`src/rtl/slice_add_pkg.sv`:
```
// Shared types and sizing for the slice-serial adder.
// Imported by the sequencer top and its 4-bit slice adder.
package slice_add_pkg;

  localparam int WIDTH   = 16;
  localparam int SLICE   = 4;
  localparam int NSLICES = WIDTH / SLICE;
  localparam int CNTW    = $clog2(NSLICES);

  localparam logic [CNTW-1:0] LAST_SLICE =
    CNTW'(NSLICES - 1);

  typedef enum logic [1:0] {
    IDLE,
    ADD,
    DONE
  } state_t;

  function automatic int slice_base(
    input logic [CNTW-1:0] k
  );
    return int'(k) * SLICE;
  endfunction

endpackage

```
`src/rtl/add4_slice.sv`:
```
// Combinational 4-bit ripple adder, reused once per cycle.
// The sequencer feeds it one operand slice at a time.
module add4_slice
  import slice_add_pkg::*;
(
  input  logic [SLICE-1:0] a,
  input  logic [SLICE-1:0] b,
  input  logic             cin,
  output logic [SLICE-1:0] s,
  output logic             cout
);

  logic [SLICE:0] c;

  always_comb begin
    c[0] = cin;
    s    = '0;
    for (int i = 0; i < SLICE; i++) begin
      s[i]   = a[i] ^ b[i] ^ c[i];
      c[i+1] = (a[i] & b[i]) | (c[i] & (a[i] ^ b[i]));
    end
    cout = c[SLICE];
  end

endmodule

```
`src/rtl/slice_add_sequencer.sv`:
```
// Adds A+B one 4-bit slice per cycle through a single slice adder.
// Sum/CO update atomically when the last slice completes.
module slice_add_sequencer
  import slice_add_pkg::*;
(
  input  logic             Clk,
  input  logic             Reset,
  input  logic             LoadB,
  input  logic             Run,
  input  logic [WIDTH-1:0] SW,
  output logic [WIDTH-1:0] Sum,
  output logic             CO,
  output logic [WIDTH-1:0] Bval,
  output logic             Busy,
  output logic             Done
);

  state_t state, state_nx;

  logic [WIDTH-1:0] a_q;
  logic [WIDTH-1:0] b_q;
  logic [WIDTH-1:0] work_q;
  logic [WIDTH-1:0] work_nx;
  logic [WIDTH-1:0] sum_q;
  logic             co_q;
  logic             carry_q;
  logic [CNTW-1:0]  cnt_q;
  logic             run_prev;
  logic             busy_q;
  logic             done_q;

  logic             start;
  logic             last;
  logic [SLICE-1:0] sl_a;
  logic [SLICE-1:0] sl_b;
  logic [SLICE-1:0] sl_s;
  logic             sl_co;
  int               base;

  assign start = Run & ~run_prev;
  assign last  = (cnt_q == LAST_SLICE);

  always_comb begin
    base = slice_base(cnt_q);
    sl_a = a_q[base +: SLICE];
    sl_b = b_q[base +: SLICE];
  end

  add4_slice u_slice (
    .a    (sl_a),
    .b    (sl_b),
    .cin  (carry_q),
    .s    (sl_s),
    .cout (sl_co)
  );

  always_comb begin
    work_nx = work_q;
    work_nx[base +: SLICE] = sl_s;
  end

  always_ff @(posedge Clk) begin
    if (Reset) state <= IDLE;
    else       state <= state_nx;
  end

  always_comb begin
    state_nx = state;
    unique case (state)
      IDLE:    if (start) state_nx = ADD;
      ADD:     if (last)  state_nx = DONE;
      DONE:    if (!Run)  state_nx = IDLE;
      default: state_nx = IDLE;
    endcase
  end

  // run_prev resets high so a held Run cannot start an add
  always_ff @(posedge Clk) begin
    if (Reset) begin
      a_q      <= '0;
      b_q      <= '0;
      work_q   <= '0;
      sum_q    <= '0;
      co_q     <= 1'b0;
      carry_q  <= 1'b0;
      cnt_q    <= '0;
      run_prev <= 1'b1;
      busy_q   <= 1'b0;
      done_q   <= 1'b0;
    end else begin
      run_prev <= Run;
      busy_q   <= (state_nx == ADD);
      done_q   <= (state_nx == DONE);
      if (LoadB && state != ADD) b_q <= SW;
      unique case (state)
        IDLE: begin
          if (start) begin
            a_q     <= SW;
            cnt_q   <= '0;
            carry_q <= 1'b0;
          end
        end
        ADD: begin
          work_q  <= work_nx;
          carry_q <= sl_co;
          cnt_q   <= cnt_q + 1'b1;
          if (last) begin
            sum_q <= work_nx;
            co_q  <= sl_co;
          end
        end
        default: ;
      endcase
    end
  end

  assign Sum  = sum_q;
  assign CO   = co_q;
  assign Bval = b_q;
  assign Busy = busy_q;
  assign Done = done_q;

endmodule

```
`config.mk`:
```
export PLATFORM = sky130hd
export DESIGN_NAME = slice_add_sequencer
export DESIGN_NICKNAME = d
export VERILOG_FILES = /design/src/rtl/slice_add_pkg.sv /design/src/rtl/add4_slice.sv /design/src/rtl/slice_add_sequencer.sv
export SDC_FILE = /design/constraint.sdc
export NUM_CORES = 1
export LEC_CHECK = 0
export CAP_MARGIN = 20
export CORE_MARGIN = 3
export CORE_UTILIZATION = 50
export DETAILED_ROUTE_END_ITERATION = 10
export PLACE_DENSITY = 0.73
export SLEW_MARGIN = 20
export SYNTH_ARGS = -nofsm -noshare
export SYNTH_HDL_FRONTEND = slang
export SYNTH_SLANG_ARGS = --single-unit
```
`constraint.sdc`:
```
create_clock -name Clk -period 4.3 [get_ports Clk]
set_input_delay 0.86 -clock Clk [delete_from_list [all_inputs] [get_ports Clk]]
set_output_delay 0.86 -clock Clk [all_outputs]
set_load 0.03 [all_outputs]
```
==> impl_metrics.env <==
export IMPL_numCtsBuffers=9
export IMPL_final_nets=426
export IMPL_drive_gt1_share_pct=10.2
export IMPL_power_internal_mw=1.10
export IMPL_max_cap_viol_count=0
export IMPL_dieWidth_um=86.9
export IMPL_clock_sinks=73
export IMPL_critPathMaxFanout=16
export IMPL_reg2reg_slack_ps=1100
export IMPL_grt_pass1_vias=2703
export IMPL_syn_instance_count=358
export IMPL_cp_slowest_cell="fa_1"
export IMPL_yosysMostFrequentCell="dfxtp_1"
export IMPL_grt_antenna_before_repair=0
export IMPL_crit_path_start_kind="register"
export IMPL_pwr_share_seq_pct=48.5
export IMPL_vdd_drop_max_mv=0.239
export IMPL_grt_usage_pct=23.1
export IMPL_synth_largest_area_cell="dfxtp_1"
export IMPL_switchingPower_mw=0.360
export IMPL_period_needed_ps=3200
export IMPL_synth_compound_area_share_pct=17.1
export IMPL_relSlewSlack_pct=41.5
export IMPL_syn_nets=388
export IMPL_post_dp_cell_area_um2=3760
export IMPL_reg2regPathDepth=10
export IMPL_synth_xor_area_share_pct=0
export IMPL_worstPathBufferInverterCount=3
export IMPL_swShare_pct=24.6
export IMPL_cts_resized=0
export IMPL_fillers=512
export IMPL_die_area_um2=7550
export IMPL_routed_wl_mm=8.12
export IMPL_drtPass1Iterations=5
export IMPL_required_ps=4570
export IMPL_grt_overflow_total=0
export IMPL_hold_path_class="register to register"
export IMPL_fin_skew_ps=7.11
export IMPL_r2r_end="Sum[15]$_SDFFE_PP0P_"
export IMPL_grt_max_degree=48
export IMPL_synth_top_family_by_area="simple AND/OR/NAND/NOR gates"
export IMPL_synth_seq_cells=73
export IMPL_cp_depth=10
export IMPL_cp_arrival_ps=3470
export IMPL_synthMuxAreaShare_pct=5.51
export IMPL_ant_nets=0
export IMPL_grt_first_pass_wirelength_mm=13.4
export IMPL_fin_area_um2=3990
export IMPL_maxSlewViolCount=0
export IMPL_dp_final_hpwl_mm=5.56
export IMPL_synthTopCellsByArea="dfxtp_1 45%, a21oi_1 6.7%, mux4_2 5.5%"
export IMPL_yosys_area_share_simple_pct=20.8
export IMPL_synth_ff_type="dfxtp_1"
export IMPL_syn_avg_cell_area_um2=9.14
export IMPL_drc=0
export IMPL_routedWlPerCell_um=17.1
export IMPL_yosysWarnings=0
export IMPL_hold_path_end="a_q[8]$_SDFFE_PP0P_"
export IMPL_critPathTopFamily="adder cells"
export IMPL_reg2reg_from="cnt_q[0]$_SDFFE_PP0P_"
export IMPL_clock_latency_ps=350
export IMPL_period_share_pct=74.4
export IMPL_drt_initial_drc_count=209
export IMPL_place_congestion=0.805
export IMPL_max_freq_ghz=0.312
export IMPL_async_reset_ff_share_pct=0
export IMPL_status="finished clean"
export IMPL_row_count=28
export IMPL_synth_edf_count=0
export IMPL_die_y_um=86.9
export IMPL_finalSetupViolations=0
export IMPL_cpMostUsedCell="fa_1"
export IMPL_cts_setup_buffers=0
export IMPL_synth_top_area_share_pct=44.7
export IMPL_path_clk_slew_ps=80
export IMPL_synthesis_area_um2=3270
export IMPL_combPwrFrac_pct=11.1
export IMPL_io_pins=55
export IMPL_leakagePower_nw=1.44
export IMPL_cts_tree="built"
export IMPL_core_um2=6130
export IMPL_synth_top_cells_by_count="73 x dfxtp_1, 44 x a21oi_1, 43 x nand2_1"
export IMPL_cp_cell_sequence="buf_4, mux4_2, fa_1, inv_1, fa_1, inv_1, fa_1, and4bb_2, nand2_1, a211oi_1"
export IMPL_rsz0062_at_grt="false"
export IMPL_synth_cell_types=36
export IMPL_hold_path_startpoint="a_q[8]$_SDFFE_PP0P_"
export IMPL_holdWs_ps=456
export IMPL_area_delta_synth_final_pct=22.0
export IMPL_ys_seq_area_share_pct=44.7
export IMPL_tightest_slew_ps=878
export IMPL_hold_violations=0
export IMPL_port_buffer_count=54
export IMPL_critPathKind="register to register"
export IMPL_worstHoldPathCells=2
export IMPL_hold_buffers=0
export IMPL_synth_adder_area_share_pct=4.74
export IMPL_p_per_area_nw_per_um2=366
export IMPL_via_per_inst=5.89
export IMPL_clk_path_buf_depth=2
export IMPL_fin_setup_tns_ps=0
export IMPL_cts_htree_levels=3
export IMPL_antenna_cells=0
export IMPL_pwr_share_clk_pct=40.5
export IMPL_cp_end_kind="register"
export IMPL_initial_core_util_pct=53.3
export IMPL_max_stage_delay_ps=570
export IMPL_clock_tree_root_cell="clkbuf_8"
export IMPL_vias=2805
## final cells by class
cell class	instances	area [um2]	share of cell area (%)
Timing Repair Buffer	57	558	14.0
Inverter	17	63.8	1.60
Multi-Input combinational cell	238	1590	39.9
Tap cell	75	93.8	2.35
Sequential cell	73	1460	36.6
Clock inverter	4	76.3	1.91
Clock buffer	12	145	3.64
## cell families after synthesis
family | after synthesis
simple gates | 130
buf+inv | 47
flops | 73
compound gates | 90
fa+ha+maj | 10
mux | 8
## through the flow
stage	worst slack (ps)	std cells	util (%)	total power [mW]
after floorplan	1190	358	-	0.821
after global placement	1190	460	61.3	0.881
after detailed placement	1110	460	61.3	0.883
after CTS	1090	476	64.9	1.47
after global routing	849	476	65.1	1.52
final	1100	476	65.1	1.46
## worst max path at each step
stage                          start                   end
2_1_floorplan  cnt_q[0]$_SDFFE_PP0P_  Sum[15]$_SDFFE_PP0P_
3_3_place_gp   cnt_q[0]$_SDFFE_PP0P_  Sum[15]$_SDFFE_PP0P_
3_5_place_dp   cnt_q[0]$_SDFFE_PP0P_  Sum[15]$_SDFFE_PP0P_
4_1_cts        cnt_q[1]$_SDFFE_PP0P_  Sum[15]$_SDFFE_PP0P_
5_1_grt        cnt_q[0]$_SDFFE_PP0P_  Sum[15]$_SDFFE_PP0P_
6_report       cnt_q[0]$_SDFFE_PP0P_  Sum[15]$_SDFFE_PP0P_
## routing by layer
layer / GRT usage (%) / vias up / wire (um)
li1: - / 1345 / -
met1: 28.3 / 1337 / 3310
met2: 38.2 / 111 / 4110
met3: 6.81 / 12 / 556
met4: 9.07 / 0 / 134
met5: 0 / - / 0
## registers in the layout, indices dropped and copies added (netlist names)
| register | cells |
|---|---|
| Bval | 16 |
| Sum | 16 |
| a_q | 16 |
| work_q | 16 |
| cnt_q | 2 |
| state | 2 |
| Busy | 1 |
| CO | 1 |
| Done | 1 |
| carry_q | 1 |
| run_prev | 1 |
## placed cells by master (no fill, tap or decap), types with 2 or more instances in the layout
cell type / Yosys / final
and4bb_2: 4 / 4
a21oi_1: 44 / 44
nand2_1: 43 / 43
nor3b_1: 2 / 2
nor2_2: 2 / 2
inv_1: 17 / 17
bufinv_16: 0 / 2
nor2_1: 29 / 29
and4b_1: 2 / 2
buf_4: 4 / 3
o21ai_0: 16 / 16
ha_1: 6 / 6
nand3_1: 22 / 22
clkbuf_1: 13 / 2
nand3b_1: 5 / 5
dfxtp_1: 73 / 73
clkdlybuf4s50_1: 0 / 53
a32oi_1: 5 / 5
clkbuf_8: 0 / 10
mux4_2: 8 / 8
a221oi_1: 13 / 13
fa_1: 4 / 4
a211oi_1: 2 / 2
nor3_1: 12 / 12
a22oi_1: 8 / 8
## worst register-to-register path, delay by kind of cell (launching register included)
kind                       cells  cell delay (ps)
adders and majority gates      3             1150
buffers and inverters          3              410
DFF                            1              480
muxes                          1              560
AOI/OAI and AO/OA              1              190
and+or+nand+nor                2              320
## power by group through the flow
stage          clock network, mW  registers (mW)  logic (mW)
6_report                   0.592           0.708       0.162
5_1_grt                    0.636           0.711       0.174
4_1_cts                    0.605           0.708       0.160
3_5_place_dp                   0           0.724       0.159
3_3_place_gp                   0           0.724       0.158
2_1_floorplan                  0           0.736      0.0851
No activity file was read; power rests on OpenSTA's default activity.
